===== config.mk =====
export PLATFORM = sky130hd
export DESIGN_NAME = exec_alu_stage
export DESIGN_NICKNAME = d
export VERILOG_FILES = /design/src/rtl/exec_pkg.sv /design/src/rtl/exec_mul_iter.sv /design/src/rtl/exec_alu_stage.sv
export SDC_FILE = /design/constraint.sdc
export NUM_CORES = 1
export LEC_CHECK = 0
export CAP_MARGIN = 20
export CELL_PAD_IN_SITES_DETAIL_PLACEMENT = 1
export CELL_PAD_IN_SITES_GLOBAL_PLACEMENT = 1
export CORE_MARGIN = 5
export CORE_UTILIZATION = 43
export CTS_BUF_LIST = sky130_fd_sc_hd__clkbuf_8
export CTS_CLUSTER_SIZE = 40
export DETAILED_ROUTE_END_ITERATION = 16
export GPL_TIMING_DRIVEN = 1
export PLACE_DENSITY = 0.9
export SYNTH_ARGS = -nofsm -noshare
export SYNTH_HDL_FRONTEND = slang
export SYNTH_HIERARCHICAL = 1
export SYNTH_SLANG_ARGS = --single-unit

===== constraint.sdc =====
create_clock -name clk -period 5.71 [get_ports clk]
set_clock_uncertainty 0.05 [all_clocks]
set_input_delay 0.8565 -clock clk [delete_from_list [all_inputs] [get_ports clk]]
set_output_delay 0.8565 -clock clk [all_outputs]
set_load 0.005 [all_outputs]

===== src/rtl/exec_pkg.sv =====
// ============================================================================
// Module      : exec_pkg
// Description : Shared op codes, FSM encoding and default widths for the
//               execute stage (widths match readmemory).
// Revision    : 1.0 - initial release
// ============================================================================
`default_nettype none

package exec_pkg;

   localparam int EXEC_WIDTH   = 32;
   localparam int EXEC_ADDR_W  = 2;
   localparam int EXEC_SHAMT_W = 5;

   localparam logic [2:0] OP_ADD = 3'b000;
   localparam logic [2:0] OP_SUB = 3'b001;
   localparam logic [2:0] OP_AND = 3'b010;
   localparam logic [2:0] OP_OR  = 3'b011;
   localparam logic [2:0] OP_XOR = 3'b100;
   localparam logic [2:0] OP_SLT = 3'b101;
   localparam logic [2:0] OP_SLL = 3'b110;
   localparam logic [2:0] OP_MUL = 3'b111;

   localparam logic [0:0] ST_IDLE = 1'b0;
   localparam logic [0:0] ST_MUL  = 1'b1;

endpackage : exec_pkg

`default_nettype wire


===== src/rtl/exec_mul_iter.sv =====
// ============================================================================
// Module      : exec_mul_iter
// Description : Iterative shift-add multiplier, low WIDTH bits of an unsigned
//               product, fixed WIDTH-cycle latency from start to done.
// Revision    : 1.0 - initial release
// ============================================================================
`default_nettype none

module exec_mul_iter #(
   parameter int WIDTH = 32
) (
   input  logic             clk,
   input  logic             rst,
   input  logic             start_i,
   input  logic [WIDTH-1:0] a_i,
   input  logic [WIDTH-1:0] b_i,
   output logic             done_o,
   output logic [WIDTH-1:0] prod_o
);

   localparam int CNT_W = (WIDTH > 1) ? $clog2(WIDTH) : 1;
   localparam logic [CNT_W-1:0] LAST_CNT = CNT_W'(WIDTH - 1);

   logic [WIDTH-1:0] mcand_q;
   logic [WIDTH-1:0] mplier_q;
   logic [WIDTH-1:0] acc_q;
   logic [CNT_W-1:0] count_q;
   logic             busy_q;
   logic [WIDTH-1:0] acc_d;

   // The final step's partial product is folded into prod_o so the top can
   // capture the completed product on the same edge that ends the run.
   always_comb begin
      acc_d  = acc_q + (mplier_q[0] ? mcand_q : '0);
      done_o = busy_q && (count_q == LAST_CNT);
      prod_o = acc_d;
   end

   always_ff @(posedge clk) begin
      if (rst) begin
         mcand_q  <= '0;
         mplier_q <= '0;
         acc_q    <= '0;
         count_q  <= '0;
         busy_q   <= 1'b0;
      end else if (start_i) begin
         mcand_q  <= a_i;
         mplier_q <= b_i;
         acc_q    <= '0;
         count_q  <= '0;
         busy_q   <= 1'b1;
      end else if (busy_q) begin
         acc_q    <= acc_d;
         mcand_q  <= mcand_q << 1;
         mplier_q <= mplier_q >> 1;
         count_q  <= count_q + 1'b1;
         if (done_o) begin
            busy_q <= 1'b0;
         end
      end
   end

endmodule : exec_mul_iter

`default_nettype wire


===== src/rtl/exec_alu_stage.sv =====
// ============================================================================
// Module      : exec_alu_stage
// Description : Execute stage after readmemory: single-cycle ALU with a
//               registered, handshaked result slot. Define EXEC_MUL_EN to
//               build op 111 as an iterative multiply (else it is a NOP).
// Revision    : 1.0 - initial release
// ============================================================================
`default_nettype none

module exec_alu_stage
   import exec_pkg::*;
#(
   parameter int WIDTH   = EXEC_WIDTH,
   parameter int ADDR_W  = EXEC_ADDR_W,
   parameter int SHAMT_W = EXEC_SHAMT_W
) (
   input  logic              clk,
   input  logic              rst,
   input  logic              in_valid,
   output logic              in_ready,
   input  logic [2:0]        op,
   input  logic [ADDR_W-1:0] rd,
   input  logic [WIDTH-1:0]  read1,
   input  logic [WIDTH-1:0]  read2,
   output logic              out_valid,
   input  logic              out_ready,
   output logic [WIDTH-1:0]  result,
   output logic [ADDR_W-1:0] out_rd,
   output logic              out_wr,
   output logic              zero
);

   logic              out_valid_q, out_valid_d;
   logic [WIDTH-1:0]  result_q,    result_d;
   logic [ADDR_W-1:0] out_rd_q,    out_rd_d;
   logic              out_wr_q,    out_wr_d;
   logic              zero_q,      zero_d;
   logic [WIDTH-1:0]  alu_res;
   logic              accept;
   logic              slot_free;

   assign slot_free = !out_valid_q || out_ready;
   assign accept    = in_valid && in_ready;

   always_comb begin
      alu_res = '0;
      case (op)
         OP_ADD:  alu_res = read1 + read2;
         OP_SUB:  alu_res = read1 - read2;
         OP_AND:  alu_res = read1 & read2;
         OP_OR:   alu_res = read1 | read2;
         OP_XOR:  alu_res = read1 ^ read2;
         OP_SLT:  alu_res = {{(WIDTH-1){1'b0}}, ($signed(read1) < $signed(read2))};
         OP_SLL:  alu_res = read1 << read2[SHAMT_W-1:0];
         default: alu_res = '0;
      endcase
   end

`ifdef EXEC_MUL_EN
   logic [0:0]        state_q, state_d;
   logic [ADDR_W-1:0] mul_rd_q, mul_rd_d;
   logic              mul_start;
   logic              mul_done;
   logic [WIDTH-1:0]  mul_prod;

   assign mul_start = accept && (op == OP_MUL);

   exec_mul_iter #(
      .WIDTH (WIDTH)
   ) u_mul (
      .clk     (clk),
      .rst     (rst),
      .start_i (mul_start),
      .a_i     (read1),
      .b_i     (read2),
      .done_o  (mul_done),
      .prod_o  (mul_prod)
   );

   always_ff @(posedge clk) begin
      if (rst) begin
         state_q  <= ST_IDLE;
         mul_rd_q <= '0;
      end else begin
         state_q  <= state_d;
         mul_rd_q <= mul_rd_d;
      end
   end

   always_comb begin
      state_d = state_q;
      case (state_q)
         ST_IDLE: if (mul_start) state_d = ST_MUL;
         ST_MUL:  if (mul_done)  state_d = ST_IDLE;
         default: state_d = ST_IDLE;
      endcase
   end

   always_comb begin
      in_ready = (state_q == ST_IDLE) && slot_free;
   end
`else
   always_comb begin
      in_ready = slot_free;
   end
`endif

   always_comb begin
      out_valid_d = out_valid_q;
      result_d    = result_q;
      out_rd_d    = out_rd_q;
      out_wr_d    = out_wr_q;
      zero_d      = zero_q;
`ifdef EXEC_MUL_EN
      mul_rd_d    = mul_rd_q;
`endif

      if (out_valid_q && out_ready) begin
         out_valid_d = 1'b0;
      end

      if (accept) begin
`ifdef EXEC_MUL_EN
         if (op == OP_MUL) begin
            out_valid_d = 1'b0;
            mul_rd_d    = rd;
         end else begin
            result_d    = alu_res;
            out_rd_d    = rd;
            out_wr_d    = 1'b1;
            zero_d      = (alu_res == '0);
            out_valid_d = 1'b1;
         end
`else
         // op 111 still occupies the slot but must not write the register file
         result_d    = alu_res;
         out_rd_d    = rd;
         out_wr_d    = (op != OP_MUL);
         zero_d      = (alu_res == '0);
         out_valid_d = 1'b1;
`endif
      end

`ifdef EXEC_MUL_EN
      if (mul_done) begin
         result_d    = mul_prod;
         out_rd_d    = mul_rd_q;
         out_wr_d    = 1'b1;
         zero_d      = (mul_prod == '0);
         out_valid_d = 1'b1;
      end
`endif
   end

   always_ff @(posedge clk) begin
      if (rst) begin
         out_valid_q <= 1'b0;
         result_q    <= '0;
         out_rd_q    <= '0;
         out_wr_q    <= 1'b0;
         zero_q      <= 1'b1;
      end else begin
         out_valid_q <= out_valid_d;
         result_q    <= result_d;
         out_rd_q    <= out_rd_d;
         out_wr_q    <= out_wr_d;
         zero_q      <= zero_d;
      end
   end

   assign out_valid = out_valid_q;
   assign result    = result_q;
   assign out_rd    = out_rd_q;
   assign out_wr    = out_wr_q;
   assign zero      = zero_q;

endmodule : exec_alu_stage

`default_nettype wire


# ---- Yosys cells after proc, flatten, opt, wreduce, memory -nomap -nowiden
# Cells that the tools add are included.
dict set report totals {
  register_bits 37
  inputBits 73
  out_inout_bits 38
  elab_cells 29
}
dict set report classes {
  addsub 2
  magnitude_cmp 1
  eq_ne 7
  shifts 1
  mux 3
  bitwise 3
  n_reduce_logical 7
}
# cell count
set op_table {}
lappend op_table {{32-bit one-hot mux with 7 select lines} 1}
lappend op_table {{32-bit adder} 1}
lappend op_table {{32-bit AND} 1}
lappend op_table {{32-bit logical NOT} 1}
lappend op_table {{32-bit < comparator} 1}
lappend op_table {{32-bit OR} 1}
lappend op_table {{32-bit by 5-bit left shift with 32-bit output} 1}
lappend op_table {{32-bit subtractor} 1}
lappend op_table {{32-bit bitwise XOR} 1}
lappend op_table {{3-bit equality test (second input constant)} 3}
lappend op_table {{3-bit by 2-bit equality test with 1-bit output (second input constant)} 2}
lappend op_table {{3-bit by 1-bit equality test with 1-bit output (second input constant)} 1}
lappend op_table {{3-bit logical NOT} 1}
lappend op_table {{3-bit inequality test (second input constant)} 1}
lappend op_table {{1-bit logical AND} 2}
lappend op_table {{1-bit two-way mux} 2}
lappend op_table {{2-bit nonzero test} 1}
lappend op_table {{1-bit logical NOT} 1}
lappend op_table {{1-bit logical OR} 1}

# ---- Logic depth before layout (Yosys ltp)
dict set report logic_depth {
  ltp_word 4
  ltp_mapped 16
}

# ---- Worst setup path after synthesis
# OpenSTA, ideal clock, no wires.
dict set report synth_timing {
  kind {input to register}
  from {input read2[1]}
  to {register zero_q (netlist: zero)}
  arrival_time_ns 4.238
  required_ns 5.576
  slack_ns 1.338
  stages 15
  path_buffers 2
  path_cell_list {clkinv_1 > buf_1 > clkbuf_1 > ha_1 > o21bai_1 > nand3_1 > a211oi_1 > o21ai_1 > a31oi_1 > o211ai_1 > mux2_1 > a211o_1 > nor4_1 > nand4_1 > o31ai_2}
}
dict set report synth_between {
  elab_chain_len 3
  elab_cells_between_ends 9
  cone_classes {add/sub: 2; order compare: 1; shift: 1; mux: 1; bitwise: 3; reduce/logical: 1}
}
# element line_no
set synth_rtl {}
lappend synth_rtl {{start: declaration} exec_alu_stage.sv:24} ;# input logic [WIDTH-1:0] read2,
lappend synth_rtl {{32-bit subtractor (tied with other cells)} exec_alu_stage.sv:49} ;# OP_SUB: alu_res = read1 - read2;
lappend synth_rtl {{32-bit one-hot mux with 7 select lines (*)} exec_alu_stage.sv:47} ;# case (op)
lappend synth_rtl {{32-bit logical NOT (*)} exec_alu_stage.sv:139} ;# zero_d = (alu_res == '0);
lappend synth_rtl {{end signal: assignment} exec_alu_stage.sv:167} ;# zero_q <= zero_d;
lappend synth_rtl {{end: declaration} exec_alu_stage.sv:37} ;# logic zero_q, zero_d;
# Every way passes the cells marked *; elsewhere a longest branch is shown, timed or not.
# A chain may end at the register's enable or synchronous reset.

# ---- Worst setup path after layout
dict set report layout_timing {
  from {input read1[0]}
  to {register zero_q (netlist: zero)}
}
dict set report layout_between {
  elab_chain_len 3
  elab_cells_between_ends 9
  cone_classes {add/sub: 2; order compare: 1; shift: 1; mux: 1; bitwise: 3; reduce/logical: 1}
}
# element line_no
set layout_rtl {}
lappend layout_rtl {{start: declaration} exec_alu_stage.sv:23} ;# input logic [WIDTH-1:0] read1,
lappend layout_rtl {{32-bit subtractor (tied with other cells)} exec_alu_stage.sv:49}
lappend layout_rtl {{32-bit one-hot mux with 7 select lines (*)} exec_alu_stage.sv:47}
lappend layout_rtl {{32-bit logical NOT (*)} exec_alu_stage.sv:139}
# Marks and branches as above.

==> flow_summary_export.csv <==
group,metric,value,unit
sta,worst_pin_slew,0.897,ns
worst_setup_path,cp.required,5.87,ns
clock_tree,h-tree-depth,2,
yosys,synth_top_area_frac,0.154,
yosys,yosys_warnings,6,
floorplanning,coreArea,20000,um2
worst_setup_path,rr_worst_depth,11,
yosys,syn_inst,1220,
cells_and_area,nFillCells,2619,
clock_tree,cts_buffers,5,
yosys,syn_nets,1402,
yosys,synth_compound_area_frac,0.332,
clock_tree,cts_resized,0,
clock_tree,hold_buffers,0,
clock_tree,cts_root_buf,"clkbuf_8",
yosys,yosysTopAreaCell,"ha_1",
yosys,synthArstFlopShare,0,
sta,fmax,197,MHz
worst_hold_path,hp-class,"reg -> reg",
sta,fin_crit,5.06,ns
worst_setup_path,r2r_start,"out_valid",
cells_and_area,num-nets-final,1488,
route,drt-initial-drc-count,1080,
floorplanning,num_rows,52,
clock_tree,clock_path_buffers,2,
yosys,synthXorXnorAreaFrac,0.0182,
yosys,synth.area.top_cells,"ha_1, dfxtp_1, a21oi_1",
yosys,seq_area_frac_synth,0.0854,
sta,setup_viol,0,
worst_setup_path,cp_max_fo,5,
global_routing,antenna_found_initial,0,
clock_tree,postCtsSetupBuffers,0,
pwr,powerDensity,150,nW/um2
global_routing,grt_usage,0.336,
global_routing,grt_max_degree,50,
yosys,yosysUniqueCellTypes,87,
pwr,ir_drop,0.111,mV
worst_setup_path,crit_type,"in -> reg",
pwr,leakagePower,4.30,nW
sta,timing.slew.headroom,0.401,
global_routing,grt_pass1_vias,10900,
place,hpwl,32.8,mm
yosys,synth_mux_area_frac,0.107,
sta,hold_viol,0,
route,ant_nets,0,
clock_tree,cts_tree,"yes",
sta,rsz0062_at_grt,"false",
yosys,synth_fa_ha_area_frac,0.159,
sta,setup-tns-final,0,ns
clock_tree,clk_pin_slew,0.08,ns
place,io_buffers,110,
floorplanning,chipHeight,152,um
floorplanning,die_x,152,um
cells_and_area,drive_above_1_share,0.103,
worst_setup_path,start_kind,"input port",
run_status,status,"completed",
global_routing,grt_pass1_wl,62.9,mm
sta,drv_slew,0,
route,via_per_inst,6.67,
yosys,synth_top_family_by_area,"compound AO/OA/AOI/OAI gates",
yosys,synth_area_per_cell,7.11,um2
floorplanning,io-pin-count,111,
cells_and_area,area_delta_synth_final,18.5,%
clock_tree,clock_latency,0.29,ns
worst_setup_path,timing.rr.end,"zero",
worst_setup_path,cp.arrival,5.23,ns
place,globalplace.congestion,1.04,
yosys,synth_seq_cells,37,
route,drt-total-wl,41.0,mm
yosys,syn_area,8670,um2
worst_hold_path,min_delay_worst_endpoint,"out_rd[1]",
yosys,synth_simple_gate_area_frac,0.211,
worst_hold_path,hold_path_depth,2,
sta,finalCritPeriodShare,0.887,
clock_tree,cts_sinks,37,
floorplanning,start_util,0.433,
route,via_count,10500,
worst_setup_path,worst_setup_path_end_kind,"flip-flop",
job,drv_cap,0,
cells_and_area,diodes,0,
route,routedWlPerCell,26.0,um
floorplanning,die_area,23100,um2
cells_and_area,utilization,0.513,
worst_hold_path,hp-start,"out_rd[1]",
route,drcViolationCount,0,
worst_setup_path,r2r_slack,2.12,ns
yosys,synth_edf_count,0,
cells_and_area,final_cell_mix,"nor2_1, a21oi_1, ha_1",
cells_and_area,layout_commonest_cell,"nor2_1",
global_routing,grt_overflow,0,
yosys,synthFlopType,"dfxtp_1",
route,drt_pass1_iterations,6,
## synthesized netlist by cell type (17+ instances only)
cell,number
nor2_1,137
a21oi_1,111
ha_1,107
nand2_1,95
inv_1,89
clkbuf_1,56
o21ai_0,51
nor3_1,44
dfxtp_1,37
a211oi_1,33
mux2i_1,31
a22oi_1,29
mux4_2,23
nand3_1,20
o22ai_1,20
o211ai_1,18
o31ai_1,18
a31oi_1,17
## sequential cells by signal, indices dropped and copies added (netlist names)
name	cells
out_wr	1
zero	1
out_valid	1
out_rd	2
result	32
## cell families (layout without fill, tap and decap cells)
kind of cell	after synthesis	in the layout
buffers and inverters	186	273
adders and majority gates	109	109
and+or+nand+nor	387	387
muxes	62	62
xor gates and xnor gates	18	18
AOI/OAI and AO/OA	421	421
DFF	37	37
## cell type report
type / count / area [um2] / area share
clock buffers: 6 / 82.6 / 0.00804
clock inverters: 2 / 33.8 / 0.00329
inverters: 97 / 364 / 0.0354
multi-input cells: 997 / 7200 / 0.701
flip-flops and latches: 37 / 741 / 0.0721
well taps: 270 / 338 / 0.0329
repair buffers: 168 / 1520 / 0.148
## metrics by stage
| step | area [um2] | std cells | total power [mW] | setup WS [ns] | hold WS, ns |
|---|---|---|---|---|---|
| CTS | 10300 | 1577 | 1.52 | 0.747 | 0.424 |
| detailed placement | 10200 | 1569 | 1.28 | 0.391 | 0.413 |
| floorplan | 8670 | 1220 | 0.889 | 1.34 | 0.403 |
| global placement | 10200 | 1569 | 1.25 | 0.535 | 0.394 |
| finish | 10300 | 1577 | 1.54 | 0.645 | 0.425 |
| global route | 10300 | 1577 | 1.62 | 0.520 | 0.451 |
## worst max-delay path, stage by stage
cell and delay [ns]:
clkdlybuf4s50_1 0.63, ha_1 0.31, fa_1 0.45, or3b_2 0.21, a21oi_1 0.08, a2111oi_2 0.41, nor3b_1 0.25, nand3_1 0.09
or4b_1 0.50, nor4_1 0.53, nand3_1 0.16, nor4_1 0.33, nand4_1 0.16, o31ai_2 0.25
## report_power, final
part	total (mW)	switching [mW]	internal [mW]
clock network	0.238	0.0969	0.141
registers	0.294	0.0127	0.281
logic	1.01	0.616	0.394
total	1.54	0.725	0.816
## routing by layer
layer | up-vias | part of all wire | GRT usage
met2 | 552 | 0.47 | 0.577
met5 | - | 0 | 0
li1 | 4693 | - | -
met4 | 0 | 0.074 | 0.203
met3 | 162 | 0.079 | 0.0629
met1 | 5111 | 0.37 | 0.387
## worst max-delay path by stage
stage             start   end  slack (ns)  cells after the start
2_1_floorplan  read2[1]  zero        1.34                     15
3_3_place_gp   read1[0]  zero        0.53                     14
3_5_place_dp   read1[0]  zero        0.39                     14
4_1_cts        read1[0]  zero        0.75                     14
5_1_grt        read1[0]  zero        0.52                     15
6_report       read1[0]  zero        0.65                     14
(Power assumes the default switching activity.)
